[src/rtl/urt_rx_fsm_if.sv]
// Signal bundle between the UART RX sequencer and its sampler/checker/deserializer neighbours.
// The master side is the sequencer; the slave side is the surrounding receive datapath.
`timescale 1ns/1ps

interface urt_rx_fsm_if #(
    parameter int unsigned PRESCALE_WIDTH = 5
);
    logic                      RX_IN_FSM_RX;
    logic                      PAR_EN_FSM_RX;
    logic [PRESCALE_WIDTH-1:0] Prescale_FSM_RX;
    logic                      par_err_FSM_RX;
    logic                      strt_glitch_FSM_RX;
    logic                      stp_err_FSM_RX;
    logic [3:0]                edge_cnt_FSM_RX;
    logic [3:0]                bit_cnt_FSM_RX;
    logic                      dat_samp_en_FSM_RX;
    logic                      deser_en_FSM_RX;
    logic                      strt_chk_en_FSM_RX;
    logic                      par_chk_en_FSM_RX;
    logic                      stp_chk_en_FSM_RX;
    logic                      data_valid_FSM_RX;
    logic                      frame_err_FSM_RX;

    modport master (
        input  RX_IN_FSM_RX,
        input  PAR_EN_FSM_RX,
        input  Prescale_FSM_RX,
        input  par_err_FSM_RX,
        input  strt_glitch_FSM_RX,
        input  stp_err_FSM_RX,
        output edge_cnt_FSM_RX,
        output bit_cnt_FSM_RX,
        output dat_samp_en_FSM_RX,
        output deser_en_FSM_RX,
        output strt_chk_en_FSM_RX,
        output par_chk_en_FSM_RX,
        output stp_chk_en_FSM_RX,
        output data_valid_FSM_RX,
        output frame_err_FSM_RX
    );

    modport slave (
        output RX_IN_FSM_RX,
        output PAR_EN_FSM_RX,
        output Prescale_FSM_RX,
        output par_err_FSM_RX,
        output strt_glitch_FSM_RX,
        output stp_err_FSM_RX,
        input  edge_cnt_FSM_RX,
        input  bit_cnt_FSM_RX,
        input  dat_samp_en_FSM_RX,
        input  deser_en_FSM_RX,
        input  strt_chk_en_FSM_RX,
        input  par_chk_en_FSM_RX,
        input  stp_chk_en_FSM_RX,
        input  data_valid_FSM_RX,
        input  frame_err_FSM_RX
    );
endinterface

[src/rtl/urt_rx_fsm.sv]
// UART RX sequencer: start detection, oversampling edge/bit counters, checker enables and
// byte qualification (data_valid) or frame_err reporting.
`timescale 1ns/1ps

module urt_rx_fsm #(
    parameter int unsigned DATA_WIDTH     = 8,
    parameter int unsigned PRESCALE_WIDTH = 5
) (
    input logic             CLK_FSM_RX,
    input logic             RST_FSM_RX,
    urt_rx_fsm_if.master    bus
);

    typedef enum logic [2:0] {
        StIdle,
        StStart,
        StData,
        StParity,
        StStop
    } state_e;

    localparam logic [3:0]                LastBit  = 4'(DATA_WIDTH - 1);
    localparam logic [PRESCALE_WIDTH-1:0] Presc8   = PRESCALE_WIDTH'(8);
    localparam logic [PRESCALE_WIDTH-1:0] Presc16  = PRESCALE_WIDTH'(16);
    localparam logic [PRESCALE_WIDTH-1:0] PrescOne = PRESCALE_WIDTH'(1);

    state_e                    state_q, state_d;
    logic [3:0]                edge_cnt_q, edge_cnt_d;
    logic [3:0]                bit_cnt_q, bit_cnt_d;
    logic [PRESCALE_WIDTH-1:0] presc_q, presc_d;
    logic                      par_en_q, par_en_d;
    logic                      par_flag_q, par_flag_d;
    logic                      data_valid_q, data_valid_d;
    logic                      frame_err_q, frame_err_d;
    // A frame may only begin once the line has been seen high since reset.
    logic                      line_armed_q, line_armed_d;

    logic bit_end;
    logic presc_legal;

    assign bit_end      = (PRESCALE_WIDTH'(edge_cnt_q) == (presc_q - PrescOne));
    assign presc_legal  = (bus.Prescale_FSM_RX == Presc8) || (bus.Prescale_FSM_RX == Presc16);
    assign line_armed_d = line_armed_q | bus.RX_IN_FSM_RX;

    always_ff @(posedge CLK_FSM_RX or negedge RST_FSM_RX) begin
        if (!RST_FSM_RX) begin
            state_q      <= StIdle;
            edge_cnt_q   <= '0;
            bit_cnt_q    <= '0;
            presc_q      <= '0;
            par_en_q     <= 1'b0;
            par_flag_q   <= 1'b0;
            data_valid_q <= 1'b0;
            frame_err_q  <= 1'b0;
            line_armed_q <= 1'b0;
        end else begin
            state_q      <= state_d;
            edge_cnt_q   <= edge_cnt_d;
            bit_cnt_q    <= bit_cnt_d;
            presc_q      <= presc_d;
            par_en_q     <= par_en_d;
            par_flag_q   <= par_flag_d;
            data_valid_q <= data_valid_d;
            frame_err_q  <= frame_err_d;
            line_armed_q <= line_armed_d;
        end
    end

    always_comb begin
        state_d      = state_q;
        edge_cnt_d   = edge_cnt_q;
        bit_cnt_d    = bit_cnt_q;
        presc_d      = presc_q;
        par_en_d     = par_en_q;
        par_flag_d   = par_flag_q;
        data_valid_d = 1'b0;
        frame_err_d  = 1'b0;

        if (state_q != StIdle) begin
            edge_cnt_d = bit_end ? 4'd0 : edge_cnt_q + 4'd1;
        end

        unique case (state_q)
            StIdle: begin
                edge_cnt_d = '0;
                if (!bus.RX_IN_FSM_RX && line_armed_q && presc_legal) begin
                    presc_d    = bus.Prescale_FSM_RX;
                    par_en_d   = bus.PAR_EN_FSM_RX;
                    par_flag_d = 1'b0;
                    state_d    = StStart;
                end
            end
            StStart: begin
                if (bit_end) begin
                    if (bus.strt_glitch_FSM_RX) begin
                        state_d = StIdle;
                    end else begin
                        state_d   = StData;
                        bit_cnt_d = '0;
                    end
                end
            end
            StData: begin
                if (bit_end) begin
                    if (bit_cnt_q == LastBit) begin
                        state_d = par_en_q ? StParity : StStop;
                    end else begin
                        bit_cnt_d = bit_cnt_q + 4'd1;
                    end
                end
            end
            StParity: begin
                if (bit_end) begin
                    par_flag_d = bus.par_err_FSM_RX;
                    state_d    = StStop;
                end
            end
            StStop: begin
                if (bit_end) begin
                    state_d   = StIdle;
                    bit_cnt_d = '0;
                    if (!bus.stp_err_FSM_RX && !par_flag_q) begin
                        data_valid_d = 1'b1;
                    end else begin
                        frame_err_d = 1'b1;
                    end
                end
            end
            default: begin
                state_d    = StIdle;
                edge_cnt_d = '0;
                bit_cnt_d  = '0;
            end
        endcase
    end

    // Enables are a pure decode of the state register.
    always_comb begin
        bus.dat_samp_en_FSM_RX = 1'b0;
        bus.deser_en_FSM_RX    = 1'b0;
        bus.strt_chk_en_FSM_RX = 1'b0;
        bus.par_chk_en_FSM_RX  = 1'b0;
        bus.stp_chk_en_FSM_RX  = 1'b0;
        unique case (state_q)
            StIdle: ;
            StStart: begin
                bus.strt_chk_en_FSM_RX = 1'b1;
                bus.dat_samp_en_FSM_RX = 1'b1;
            end
            StData: begin
                bus.deser_en_FSM_RX    = 1'b1;
                bus.dat_samp_en_FSM_RX = 1'b1;
            end
            StParity: begin
                bus.par_chk_en_FSM_RX  = 1'b1;
                bus.dat_samp_en_FSM_RX = 1'b1;
            end
            StStop: begin
                bus.stp_chk_en_FSM_RX  = 1'b1;
                bus.dat_samp_en_FSM_RX = 1'b1;
            end
            default: ;
        endcase
    end

    assign bus.edge_cnt_FSM_RX   = edge_cnt_q;
    assign bus.bit_cnt_FSM_RX    = bit_cnt_q;
    assign bus.data_valid_FSM_RX = data_valid_q;
    assign bus.frame_err_FSM_RX  = frame_err_q;

endmodule

[src/flat_wrapper.sv]
// flat-port wrapper written by rule: the top's interface ports become plain ports
module urt_rx_fsm_flat 
#(
    parameter int unsigned DATA_WIDTH     = 8,
    parameter int unsigned PRESCALE_WIDTH = 5
)
  (CLK_FSM_RX, RST_FSM_RX, bus_RX_IN_FSM_RX, bus_PAR_EN_FSM_RX, bus_Prescale_FSM_RX, bus_par_err_FSM_RX, bus_strt_glitch_FSM_RX, bus_stp_err_FSM_RX, bus_edge_cnt_FSM_RX, bus_bit_cnt_FSM_RX, bus_dat_samp_en_FSM_RX, bus_deser_en_FSM_RX, bus_strt_chk_en_FSM_RX, bus_par_chk_en_FSM_RX, bus_stp_chk_en_FSM_RX, bus_data_valid_FSM_RX, bus_frame_err_FSM_RX);
  urt_rx_fsm_if #(.PRESCALE_WIDTH(PRESCALE_WIDTH)) bus_i ();
  input logic CLK_FSM_RX;
  input logic RST_FSM_RX;
  input wire logic [$bits(bus_i.RX_IN_FSM_RX)-1:0] bus_RX_IN_FSM_RX;
  input wire logic [$bits(bus_i.PAR_EN_FSM_RX)-1:0] bus_PAR_EN_FSM_RX;
  input wire logic [$bits(bus_i.Prescale_FSM_RX)-1:0] bus_Prescale_FSM_RX;
  input wire logic [$bits(bus_i.par_err_FSM_RX)-1:0] bus_par_err_FSM_RX;
  input wire logic [$bits(bus_i.strt_glitch_FSM_RX)-1:0] bus_strt_glitch_FSM_RX;
  input wire logic [$bits(bus_i.stp_err_FSM_RX)-1:0] bus_stp_err_FSM_RX;
  output wire logic [$bits(bus_i.edge_cnt_FSM_RX)-1:0] bus_edge_cnt_FSM_RX;
  output wire logic [$bits(bus_i.bit_cnt_FSM_RX)-1:0] bus_bit_cnt_FSM_RX;
  output wire logic [$bits(bus_i.dat_samp_en_FSM_RX)-1:0] bus_dat_samp_en_FSM_RX;
  output wire logic [$bits(bus_i.deser_en_FSM_RX)-1:0] bus_deser_en_FSM_RX;
  output wire logic [$bits(bus_i.strt_chk_en_FSM_RX)-1:0] bus_strt_chk_en_FSM_RX;
  output wire logic [$bits(bus_i.par_chk_en_FSM_RX)-1:0] bus_par_chk_en_FSM_RX;
  output wire logic [$bits(bus_i.stp_chk_en_FSM_RX)-1:0] bus_stp_chk_en_FSM_RX;
  output wire logic [$bits(bus_i.data_valid_FSM_RX)-1:0] bus_data_valid_FSM_RX;
  output wire logic [$bits(bus_i.frame_err_FSM_RX)-1:0] bus_frame_err_FSM_RX;
  assign bus_i.RX_IN_FSM_RX = bus_RX_IN_FSM_RX;
  assign bus_i.PAR_EN_FSM_RX = bus_PAR_EN_FSM_RX;
  assign bus_i.Prescale_FSM_RX = bus_Prescale_FSM_RX;
  assign bus_i.par_err_FSM_RX = bus_par_err_FSM_RX;
  assign bus_i.strt_glitch_FSM_RX = bus_strt_glitch_FSM_RX;
  assign bus_i.stp_err_FSM_RX = bus_stp_err_FSM_RX;
  assign bus_edge_cnt_FSM_RX = bus_i.edge_cnt_FSM_RX;
  assign bus_bit_cnt_FSM_RX = bus_i.bit_cnt_FSM_RX;
  assign bus_dat_samp_en_FSM_RX = bus_i.dat_samp_en_FSM_RX;
  assign bus_deser_en_FSM_RX = bus_i.deser_en_FSM_RX;
  assign bus_strt_chk_en_FSM_RX = bus_i.strt_chk_en_FSM_RX;
  assign bus_par_chk_en_FSM_RX = bus_i.par_chk_en_FSM_RX;
  assign bus_stp_chk_en_FSM_RX = bus_i.stp_chk_en_FSM_RX;
  assign bus_data_valid_FSM_RX = bus_i.data_valid_FSM_RX;
  assign bus_frame_err_FSM_RX = bus_i.frame_err_FSM_RX;
  urt_rx_fsm #(.DATA_WIDTH(DATA_WIDTH), .PRESCALE_WIDTH(PRESCALE_WIDTH)) u_core (.CLK_FSM_RX(CLK_FSM_RX), .RST_FSM_RX(RST_FSM_RX), .bus(bus_i));
endmodule
[config.mk]
export PLATFORM = sky130hd
export DESIGN_NAME = urt_rx_fsm_flat
export DESIGN_NICKNAME = d
export VERILOG_FILES = /design/src/rtl/urt_rx_fsm_if.sv /design/src/rtl/urt_rx_fsm.sv /design/src/flat_wrapper.sv
export SDC_FILE = /design/constraint.sdc
export NUM_CORES = 1
export LEC_CHECK = 0
export CORE_MARGIN = 1.5
export CORE_UTILIZATION = 25
export DETAILED_ROUTE_END_ITERATION = 10
export GPL_TIMING_DRIVEN = 0
export HOLD_SLACK_MARGIN = 0.05
export PLACE_DENSITY = 0.49
export SYNTH_ARGS = -nofsm -noshare
export SYNTH_HDL_FRONTEND = slang
export SYNTH_SLANG_ARGS = --single-unit
[constraint.sdc]
create_clock -name CLK_FSM_RX -period 4.7 [get_ports CLK_FSM_RX]
set_input_delay 0.705 -clock CLK_FSM_RX [delete_from_list [all_inputs] [get_ports CLK_FSM_RX]]
set_output_delay 0.705 -clock CLK_FSM_RX [all_outputs]
set_load 0.1 [all_outputs]
==> metrics.md <==
| Metric | Value |
|---|---|
| Setup TNS | `0 ps` |
| Max Clock Skew | `2.81 ps` |
| Final worst slack | `1350 ps` |
| H-tree depth | `1` |
| Setup slack at placement | `1620 ps` |
| Measured slew at the worst slew-check pin | `975 ps` |
| Num CTS Buffers | `3` |
| Avg Cell Area, Syn | `9.66 um^2` |
| Max-slew headroom | `34.8%` |
| Setup CP Type | `reg -> out` |
| CP Max Fanout | `9` |
| Critical Path Source Type | `flip-flop` |
| Die width | `71.7 um` |
| Initial Util | `26.5%` |
| Clock transition at path regs | `80 ps` |
| Vias in the first global route | `967` |
| Top Ports | `27` |
| Detail Placement HPWL | `1950 um` |
| Site Rows | `24` |
| Power Dens Cells | `621 nW/um^2` |
| Final hold viol count | `0` |
| Final period utilization | `71.4%` |
| XOR/XNOR Fraction of Synth Area | `6.69%` |
| Clock sink count | `21` |
| All-Layer GR Usage | `10.8%` |
| First-pass GRT wire length | `4360 um` |
| Root cell of the clock tree | `clkbuf_8` |
| Hold Crit Endpoint | `u_core.bus.data_valid_FSM_RX$_DFF_PN0_` |
| Fillcell total | `460` |
| Core ar. | `4440 um^2` |
| Largest net degree at the start of global routing | `22` |
| Placer Congestion | `0.745` |
| Min-Delay Path Class | `reg -> reg` |
| Post-Synth Adder-Cell Area | `3.18%` |
| Synth Area in Compound Gates | `12.5%` |
| Crit-path cells | `buf_2 -> nor2b_1 -> nor2b_1 -> clkbuf_1 -> clkdlybuf4s50_1` |
| Max stage delay on crit path | `1200 ps` |
| Initial DRC count | `62` |
| GRT Residual Overflow | `0` |
| Origin of the worst min-delay path | `u_core.par_flag_q$_DFFE_PN0P_` |
| Share of layout cells above drive strength 1 | `11.8%` |
| Crit path DAT | `2650 ps` |
| Routed length per instance | `12.3 um` |
| Synth Instances | `122` |
| Post-route ant nets | `0` |
| Synthesized cell area | `1180 um^2` |
| R2r startpoint | `u_core.presc_q[0]$_DFFE_PN0P_` |
| Setup repair after global routing missed its margin | `no` |
| Drt pass-1 iters | `6` |
| Post-CTS sizing | `0` |
| Hold Crit Depth | `1` |
| R2R setup slack | `2770 ps` |
| CP Capture Type | `output pin` |
| Post-route DRC | `0` |
| Vias | `947` |
| Clk buf depth | `2` |
| Worst skew pair latency | `250 ps` |
| Register area share after synthesis | `44.6%` |
| Synth top area share | `44.6%` |
| Clock period minus worst slack | `3350 ps` |
| Post-synth net total | `137` |
| Max stage delay cell, worst path | `clkdlybuf4s50_1` |
| Synthesis-to-finish area growth | `31.4%` |
| Hold_buf cts | `0` |
| Peak VDD IR | `0.282 mV` |
| Synth Register Bits | `21` |
| Top cells by area, synth | `dfrtp_1 45%, nor2_1 5.1%, mux2_2 3.8%` |
| Die height | `71.7 um` |
| Worst path most repeated cell | `nor2b_1` |
| Port Buf Inserts | `26` |
| Initial antenna violation count | `0` |
| CTS tree | `yes` |
| Via density | `4.64` |
| Synth cell types | `38` |
| Reg2Reg Depth | `8` |
| ANT cells | `0` |
| FMAX | `298 MHz` |
| Die Area | `5140 um^2` |
| Drt total wl | `2510 um` |
| Yosys top cell by area | `dfrtp_1` |
| Status | `finished clean` |
| Post-Synth Simple-Gate Area | `22.8%` |
| Count of pins over their slew limit | `0` |
| R2r endpoint | `u_core.bus.bit_cnt_FSM_RX[0]$_DFFE_PN0P_` |
| Synth Warn # | `0` |
| Max-cap viol count | `0` |
| Nets | `168` |
| Largest family of logic cells by synthesized area | `simple AND/OR/NAND/NOR gates` |
| Multiplexer area fraction after synthesis | `5.10%` |
| Postcts setup bufs | `0` |
| Leakage Power | `0.000679 uW` |
| Critical path data required time | `3990 ps` |
| Final setup viols | `0` |
==> cells in the mapped netlist <==
library cell,count
or2_2,1
inv_1,8
nor2_1,16
a22o_1,2
and3_1,3
o21ai_1,2
nor4_1,1
o22ai_1,2
a21oi_2,1
nor3_1,5
mux2_2,4
buf_2,3
nand2b_4,1
a31oi_1,1
nand4_2,1
buf_6,1
nor2b_1,4
mux2_4,1
nand2_1,9
ha_1,3
nor4b_2,1
and2b_1,1
nand4b_1,1
o21bai_1,1
o311a_4,1
dfrtp_1,21
clkbuf_1,1
nand2b_1,2
nand4_1,1
nand3_1,2
a21oi_1,5
a21o_1,1
nand3b_1,1
o211ai_1,1
xor2_1,4
a41oi_1,1
o21ai_0,3
xnor2_1,5
==> worst max path at each step <==
stage,startpoint,to,slack (ps),depth (start not counted)
after floorplan,u_core.state_q[0]$_DFFE_PN0P_,bus_dat_samp_en_FSM_RX,1730,3
after global placement,u_core.state_q[2]$_DFFE_PN0P_,bus_deser_en_FSM_RX,1610,5
after detailed placement,u_core.state_q[2]$_DFFE_PN0P_,bus_deser_en_FSM_RX,1620,5
after CTS,u_core.state_q[2]$_DFFE_PN0P_,bus_deser_en_FSM_RX,1320,5
after global routing,u_core.state_q[2]$_DFFE_PN0P_,bus_deser_en_FSM_RX,1220,5
final,u_core.state_q[2]$_DFFE_PN0P_,bus_deser_en_FSM_RX,1350,5
==> cell usage in the layout, fill, tap and decap left out, types with 5 or more instances in the layout <==
| cell type | count |
|---|---|
| clkdlybuf4s50_1 | 26 |
| dfrtp_1 | 21 |
| nor2_1 | 16 |
| nand2_1 | 9 |
| inv_1 | 8 |
| xnor2_1 | 5 |
| a21oi_1 | 5 |
| nor3_1 | 5 |
==> kinds of logic after synthesis <==
family	after synthesis
flip-flops	21
AND/OR/NAND/NOR	50
buffers and inverters	13
XOR/XNOR	9
AO/OA/AOI/OAI	21
adder cells (fa/ha/maj)	3
multiplexers	5
==> routing by layer <==
layer	up-vias	track usage [%]	wire (um)
li1	480	-	-
met1	444	15.0	1250
met2	19	16.0	1140
met3	4	1.97	71
met4	0	5.24	43
met5	-	0	0
==> cell type report <==
type                       count  area [um^2]  share of cell area (%)
multi-input combinational     88          593                    38.3
buffer                         5         30.0                    1.94
clock buffer                   4         45.0                    2.91
timing repair buffer          26          260                    16.8
inverter                       8         30.0                    1.94
sequential                    21          526                    33.9
tap                           52         65.1                    4.20
==> report_power, final <==
group | total, uW | switching [uW] | internal [uW]
Sequential | 266 | 44.7 | 221
Clock | 116 | 55.9 | 60.2
Combinational | 580 | 389 | 191
==> metrics by stage <==
step | cells | hold WS [ps] | util, % | area, um^2 | total power (uW)
5_1_grt | 204 | 507 | 34.9 | 1550 | 1030
2_1_floorplan | 122 | 409 | - | 1180 | 727
4_1_cts | 204 | 483 | 34.9 | 1550 | 978
6_report | 204 | 477 | 34.9 | 1550 | 962
3_3_place_gp | 200 | 450 | 33.8 | 1500 | 849
3_5_place_dp | 200 | 456 | 33.8 | 1500 | 855
==> critical path, delay by kind of cell, from the launching register on <==
family                 cells  cell delay (ps)
buffers and inverters      3             1650
DFF                        1              360
and+or+nand+nor            2              400
==> sequential cells by signal, summed over array words and instances (netlist names) <==
signal                        count
u_core.bus.edge_cnt_FSM_RX        4
u_core.bus.frame_err_FSM_RX       1
u_core.presc_q                    5
u_core.par_flag_q                 1
u_core.line_armed_q               1
u_core.par_en_q                   1
u_core.bus.bit_cnt_FSM_RX         4
u_core.bus.data_valid_FSM_RX      1
u_core.state_q                    3
Note: power is estimated with default switching activity, not from simulation.
==> RTL edit 1: new RTL, same settings <==
Re-encode `state_e` (5 states) as one-hot, 5 bits wide.
--- a/src/rtl/urt_rx_fsm.sv
+++ b/src/rtl/urt_rx_fsm.sv
@@ -12,10 +12,10 @@
 );
 
-    typedef enum logic [2:0] {
-        StIdle,
-        StStart,
-        StData,
-        StParity,
-        StStop
+    typedef enum logic [4:0] {
+        StIdle   = 5'b00001,
+        StStart  = 5'b00010,
+        StData   = 5'b00100,
+        StParity = 5'b01000,
+        StStop   = 5'b10000
     } state_e;
 
Check against the original RTL: same outputs for any inputs over 10 cycles, from zero or initial values and one cycle with RST_FSM_RX low; not proved beyond that.
==> RTL edit 1 against the original RTL <==
Register-to-register slack got worse by 190 ps; cell count rose by 16%; largest cell class unchanged; design area rose by 11%; sequential cell count rose by 2; setup slack improved by 34 ps; count of clock-buffer cells in the layout did not move; via count rose by 21%; routed wire length rose by 23%; area after synthesis rose by 13%.
Power is not compared: it rests on default switching activity, and its combinational part moved more than twofold at a synthesized area within 25%.
==> RTL edit 1: results (changes against the original RTL) <==
Synth
  • Top post-synthesis cells by area: dfrtp_1 (41%), nor2_1 (5.9%), xnor2_1 (4.6%)
  • Distinct cells, synth: 48 (+26%)
  • Mux cell area share after synthesis: 0.0254 (-0.0256)
  • Synth cell count leaders: dfrtp_1 (22), nor2_1 (21), nand2_1 (8), xnor2_1 (7)
  • Register area share after synthesis: 0.433 (-0.0126)
  • Post-Synth XOR/XNOR Area: 0.0526 (-0.0142)
  • Syn_area_per_cell: 9.79 sq um (+1.3%)
  • Syn nets: 151 (+10%)
  • Async SR Flop Fraction: 1.00 (unchanged)
  • Area fraction in compound gates after synthesis: 0.184 (+0.0589)
  • Post-synthesis adder-cell area fraction: 0.0282 (-0.00365)

Finish
  • N_diodes: 0 (unchanged)
  • Post-layout nets: 182 (+8.3%)
  • Proportion of layout cells with a drive suffix above 1: 0.102 (-0.0160)

Timing
  • Clk_skew: 6.32 ps (+3.51 ps)
  • Total negative slack: 0 ps (unchanged)
  • Worst Max-Slew Pin Slew: 1070 ps (+96.1 ps)
  • Hold slack: 463 ps (-13.4 ps)

GRT
  • Largest net degree at the start of global routing: 24 (+9.1%)
  • First-pass GRT wire length: 5.31 mm (+22%)
  • GRT Total Usage: 0.110 (+0.00224)
  • Vias in the first global route: 1123 (+16%)
  • GRT met2 Usage: 0.180 (+0.0197)
  • Grt met1 use: 0.144 (-0.00613)
  • GR Util met3: 0.0228 (+0.00306)

Worst setup path
  • R2r setup slk: 2580 ps (-190 ps)
  • Crit Path Max Fanout: 9 (unchanged)
  • CP endpoint: bus_dat_samp_en_FSM_RX
  • Slowest cell on the critical path: clkdlybuf4s50_1
  • Crit. Startpoint: u_core.state_q[4]$_DFFE_PN0P_
  • Worst R2R End: u_core.bus.bit_cnt_FSM_RX[3]$_DFFE_PN0P_
  • R2R Path Start: u_core.presc_q[0]$_DFFE_PN0P_
  • Largest delay share family, worst path: buffers and inverters

Place
  • DP Cell Count: 232 (+16%)
  • Hpwl dp: 2.36 mm (+21%)
  • Placer Congestion: 0.805 (+8.0%)

CTS
  • Post_cts resized: 0 (unchanged)
  • Number of buffers on the longest clock path: 2 (unchanged)
  • H-tree levels: 1 (unchanged)

Min path
  • Worst hold endpoint: u_core.line_armed_q$_DFF_PN0_
  • Hold Crit Start: u_core.line_armed_q$_DFF_PN0_

Route
  • Drt wl/cell: 13.1 microns (+6.2%)
  • Vias per inst: 4.87 (+5.0%)
  • Vias: 1150 (+21%)
  • TritonRoute pass-1 iters: 4 (-2)
  • Initial drt markers: 31 (-50%)

Power and ir drop
  • Leakage: 0.679 nW

Run status
  • Status: finished clean
==> RTL edit 1: area by class of cell <==
cell class              count  area (sq um)
flip-flops and latches     23           577
plain buffers               4          25.0
clock buffers               4          45.0
repair buffers             26           260
inverters                   7          26.3
multi-input cells         102           703
well taps                  70          87.6
fillers                   545          3380
==> RTL edit 1: per-stage QoR <==
stage | cell area (sq um) | setup slack [ps]
global route | 1720 | 1250
floorplan | 1330 | 1650
detailed placement | 1680 | 1710
global placement | 1680 | 1680
CTS | 1720 | 1390
finish | 1720 | 1380
==> RTL edit 1: routing by layer <==
metal  part of all wire  wire [microns]  vias up
li1                   -               -      552
met1               0.44            1350      564
met2               0.49            1510       30
met3              0.063             195        4
met4             0.0088              27        0
met5                  0               0        -
==> RTL edit 1: power by group <==
group	switching (W)	internal [W]	total, W
sequential	0.0000252	0.000223	0.000248
clock	0.0000607	0.0000604	0.000121
combinational	0.000102	0.0000808	0.000183
total	0.000188	0.000364	0.000552
==> RTL edit 2: new RTL, same settings <==
Made on the original files. `PRESCALE_WIDTH` is set to 5 in 3 places; all go to 10.
--- a/src/rtl/urt_rx_fsm_if.sv
+++ b/src/rtl/urt_rx_fsm_if.sv
@@ -4,5 +4,5 @@
 
 interface urt_rx_fsm_if #(
-    parameter int unsigned PRESCALE_WIDTH = 5
+    parameter int unsigned PRESCALE_WIDTH = 10
 );
     logic                      RX_IN_FSM_RX;
--- a/src/rtl/urt_rx_fsm.sv
+++ b/src/rtl/urt_rx_fsm.sv
@@ -5,5 +5,5 @@
 module urt_rx_fsm #(
     parameter int unsigned DATA_WIDTH     = 8,
-    parameter int unsigned PRESCALE_WIDTH = 5
+    parameter int unsigned PRESCALE_WIDTH = 10
 ) (
     input logic             CLK_FSM_RX,
--- a/src/flat_wrapper.sv
+++ b/src/flat_wrapper.sv
@@ -3,5 +3,5 @@
 #(
     parameter int unsigned DATA_WIDTH     = 8,
-    parameter int unsigned PRESCALE_WIDTH = 5
+    parameter int unsigned PRESCALE_WIDTH = 10
 )
   (CLK_FSM_RX, RST_FSM_RX, bus_RX_IN_FSM_RX, bus_PAR_EN_FSM_RX, bus_Prescale_FSM_RX, bus_par_err_FSM_RX, bus_strt_glitch_FSM_RX, bus_stp_err_FSM_RX, bus_edge_cnt_FSM_RX, bus_bit_cnt_FSM_RX, bus_dat_samp_en_FSM_RX, bus_deser_en_FSM_RX, bus_strt_chk_en_FSM_RX, bus_par_chk_en_FSM_RX, bus_stp_chk_en_FSM_RX, bus_data_valid_FSM_RX, bus_frame_err_FSM_RX);
Ports: changed (resized bus_Prescale_FSM_RX); port bits go from 27 to 32. The function was not compared with the original's and may differ.
==> RTL edit 2 against the original RTL <==
Hold slack got worse by 9.0 ps; count of clock-buffer cells in the layout did not move; non-clock buffer count rose by 7; setup slack got worse by 41 ps; routed wire length rose by 34%; area after synthesis rose by 19%; critical path type unchanged; sequential cell count rose by 5; largest cell class unchanged; die area rose by 18%; critical path depth fell by 1; design area rose by 20%; synthesized cell count rose by 15%.
Power is not compared: it rests on default switching activity, and its combinational part moved more than twofold at a synthesized area within 25%.
==> RTL edit 2: results (changes against the original RTL) <==
Run status
  • Status: finished clean

Finish
  • Proportion of layout cells with a drive suffix above 1: 0.103 (-0.0156)
  • Fillers: 570 (+24%)
  • Post-layout nets: 196 (+17%)
  • N_diodes: 0 (unchanged)
  • Max FFs per register: 10 (+5)

Synth
  • Syn nets: 160 (+17%)
  • Yosys top cell area share: 0.465 (+0.0193)
  • Register area share after synthesis: 0.465 (+0.0193)
  • Top post-synthesis cells by area: dfrtp_1 (47%), xnor2_1 (4.4%), nor2_1 (4.3%)
  • Area fraction in compound gates after synthesis: 0.113 (-0.0126)
  • Synth cell count leaders: dfrtp_1 (26), nor2_1 (16), inv_1 (8)
  • Distinct cells, synth: 44 (+16%)
  • Post-synthesis adder-cell area fraction: 0.0268 (-0.00501)
  • Mux cell area share after synthesis: 0.0268 (-0.0241)
  • Post-Synth XOR/XNOR Area: 0.0689 (+0.00199)

Worst setup path
  • Worst path max stage delay: 1200 ps (about the same)
  • Crit Path Max Fanout: 10 (+1)
  • CP arrival: 2690 ps (+40 ps)

GRT
  • GRT Total Usage: 0.120 (+0.0125)
  • Vias in the first global route: 1195 (+24%)
  • First-pass GRT wire length: 5.82 mm (+33%)
  • Largest net degree at the start of global routing: 27 (+23%)

Timing
  • Worst Max-Slew Pin Slew: 1160 ps (+184 ps)
  • Clk_skew: 1.77 ps (-1.03 ps)

CTS
  • Worst-Skew Late Latency: 270 ps (+20 ps)
  • Post-CTS setup buffer count: 0 (unchanged)
  • Number of buffers on the longest clock path: 2 (unchanged)

Place
  • Hpwl dp: 2.54 mm (+30%)
  • # port buffers: 31 (+19%)
  • Placer Congestion: 0.816 (+9.5%)
  • Pre-CTS WS: 1610 ps (-16.1 ps)

Route
  • Initial drt markers: 75 (+21%)
  • Vias per inst: 4.76 (+2.5%)
  • TritonRoute pass-1 iters: 4 (-2)
  • Total Wirelength: 3.36 mm (+34%)
RTL edit 2: cell count changes in the layout (fill, tap and decap cells not counted), moves of 2 or more:
cell / delta
a21oi_1: -2
a22o_1: -2
clkdlybuf4s50_1: +5
dfrtp_1: +5
mux2_2: -2
nand2_1: -2
nor2b_1: +3
nor4_1: +4
nor4_2: +3
o311ai_1: +2
o31ai_1: +3
xnor2_1: +2
RTL edit 2: area by class of cell:
cell class	count	share of cell area
clock buffers	4	0.0297
repair buffers	31	0.167
multi-input cells	99	0.365
inverters	8	0.0162
flip-flops and latches	26	0.351
plain buffers	7	0.0223
well taps	72	0.0486
RTL edit 2: worst reg2reg max path, cell delays in order, from the launching register on:
cell,delay (ps)
dfrtp_1,430
inv_1,80
ha_1,250
xor2_1,200
xnor2_1,140
nand4_1,130
buf_2,230
nor4_2,280
mux2_4,320
RTL edit 2: report_power, final:
part            total, W  internal, W  switching (W)
Sequential      0.000225     0.000224    0.000000577
Combinational  0.0000239    0.0000143     0.00000965
Clock           0.000145    0.0000749      0.0000700
RTL edit 2: metal layers:
layer,vias up,global-route usage,part of all wire
met5,-,0,0
met4,0,0.0273,0.011
met3,7,0.0365,0.071
met2,33,0.189,0.43
met1,569,0.162,0.48
li1,566,-,-
RTL edit 2: path summary, 6_finish.rpt:
kind                                               start                                        to  slack, ps  cells after the start
max                        u_core.state_q[0]$_DFFE_PN0P_                    bus_strt_chk_en_FSM_RX       1300                      4
min                        u_core.line_armed_q$_DFF_PN0_             u_core.line_armed_q$_DFF_PN0_        470                      1
max reg2reg                u_core.presc_q[0]$_DFFE_PN0P_             u_core.par_flag_q$_DFFE_PN0P_       2550                      8
min reg2reg                u_core.line_armed_q$_DFF_PN0_             u_core.line_armed_q$_DFF_PN0_        470                      1
max in group asynchronous                     RST_FSM_RX  u_core.bus.bit_cnt_FSM_RX[1]$_DFFE_PN0P_       2960                      1
min in group asynchronous                     RST_FSM_RX    u_core.bus.data_valid_FSM_RX$_DFF_PN0_       1050                      1
RTL edit 2: logic make-up (layout without fill, tap and decap cells):
| kind of cell | count (synthesis) | count (layout) |
|---|---|---|
| simple gates | 60 | 60 |
| flops | 26 | 26 |
| compound gates | 22 | 22 |
| buf+inv | 15 | 50 |
| xor+xnor | 11 | 11 |
| fa+ha+maj | 3 | 3 |
| mux | 3 | 3 |
RTL edit 2: stage by stage:
| step | area, sq um | hold slack [ps] | total power (W) | util | std cells |
|---|---|---|---|---|---|
| finish | 1850 | 468 | 0.000394 | 0.341 | 247 |
| global route | 1850 | 490 | 0.000413 | 0.341 | 247 |
| CTS | 1850 | 470 | 0.000403 | 0.341 | 247 |
| detailed placement | 1800 | 447 | 0.000254 | 0.331 | 243 |
| global placement | 1800 | 439 | 0.000253 | 0.331 | 243 |
| floorplan | 1400 | 409 | 0.000234 | - | 140 |
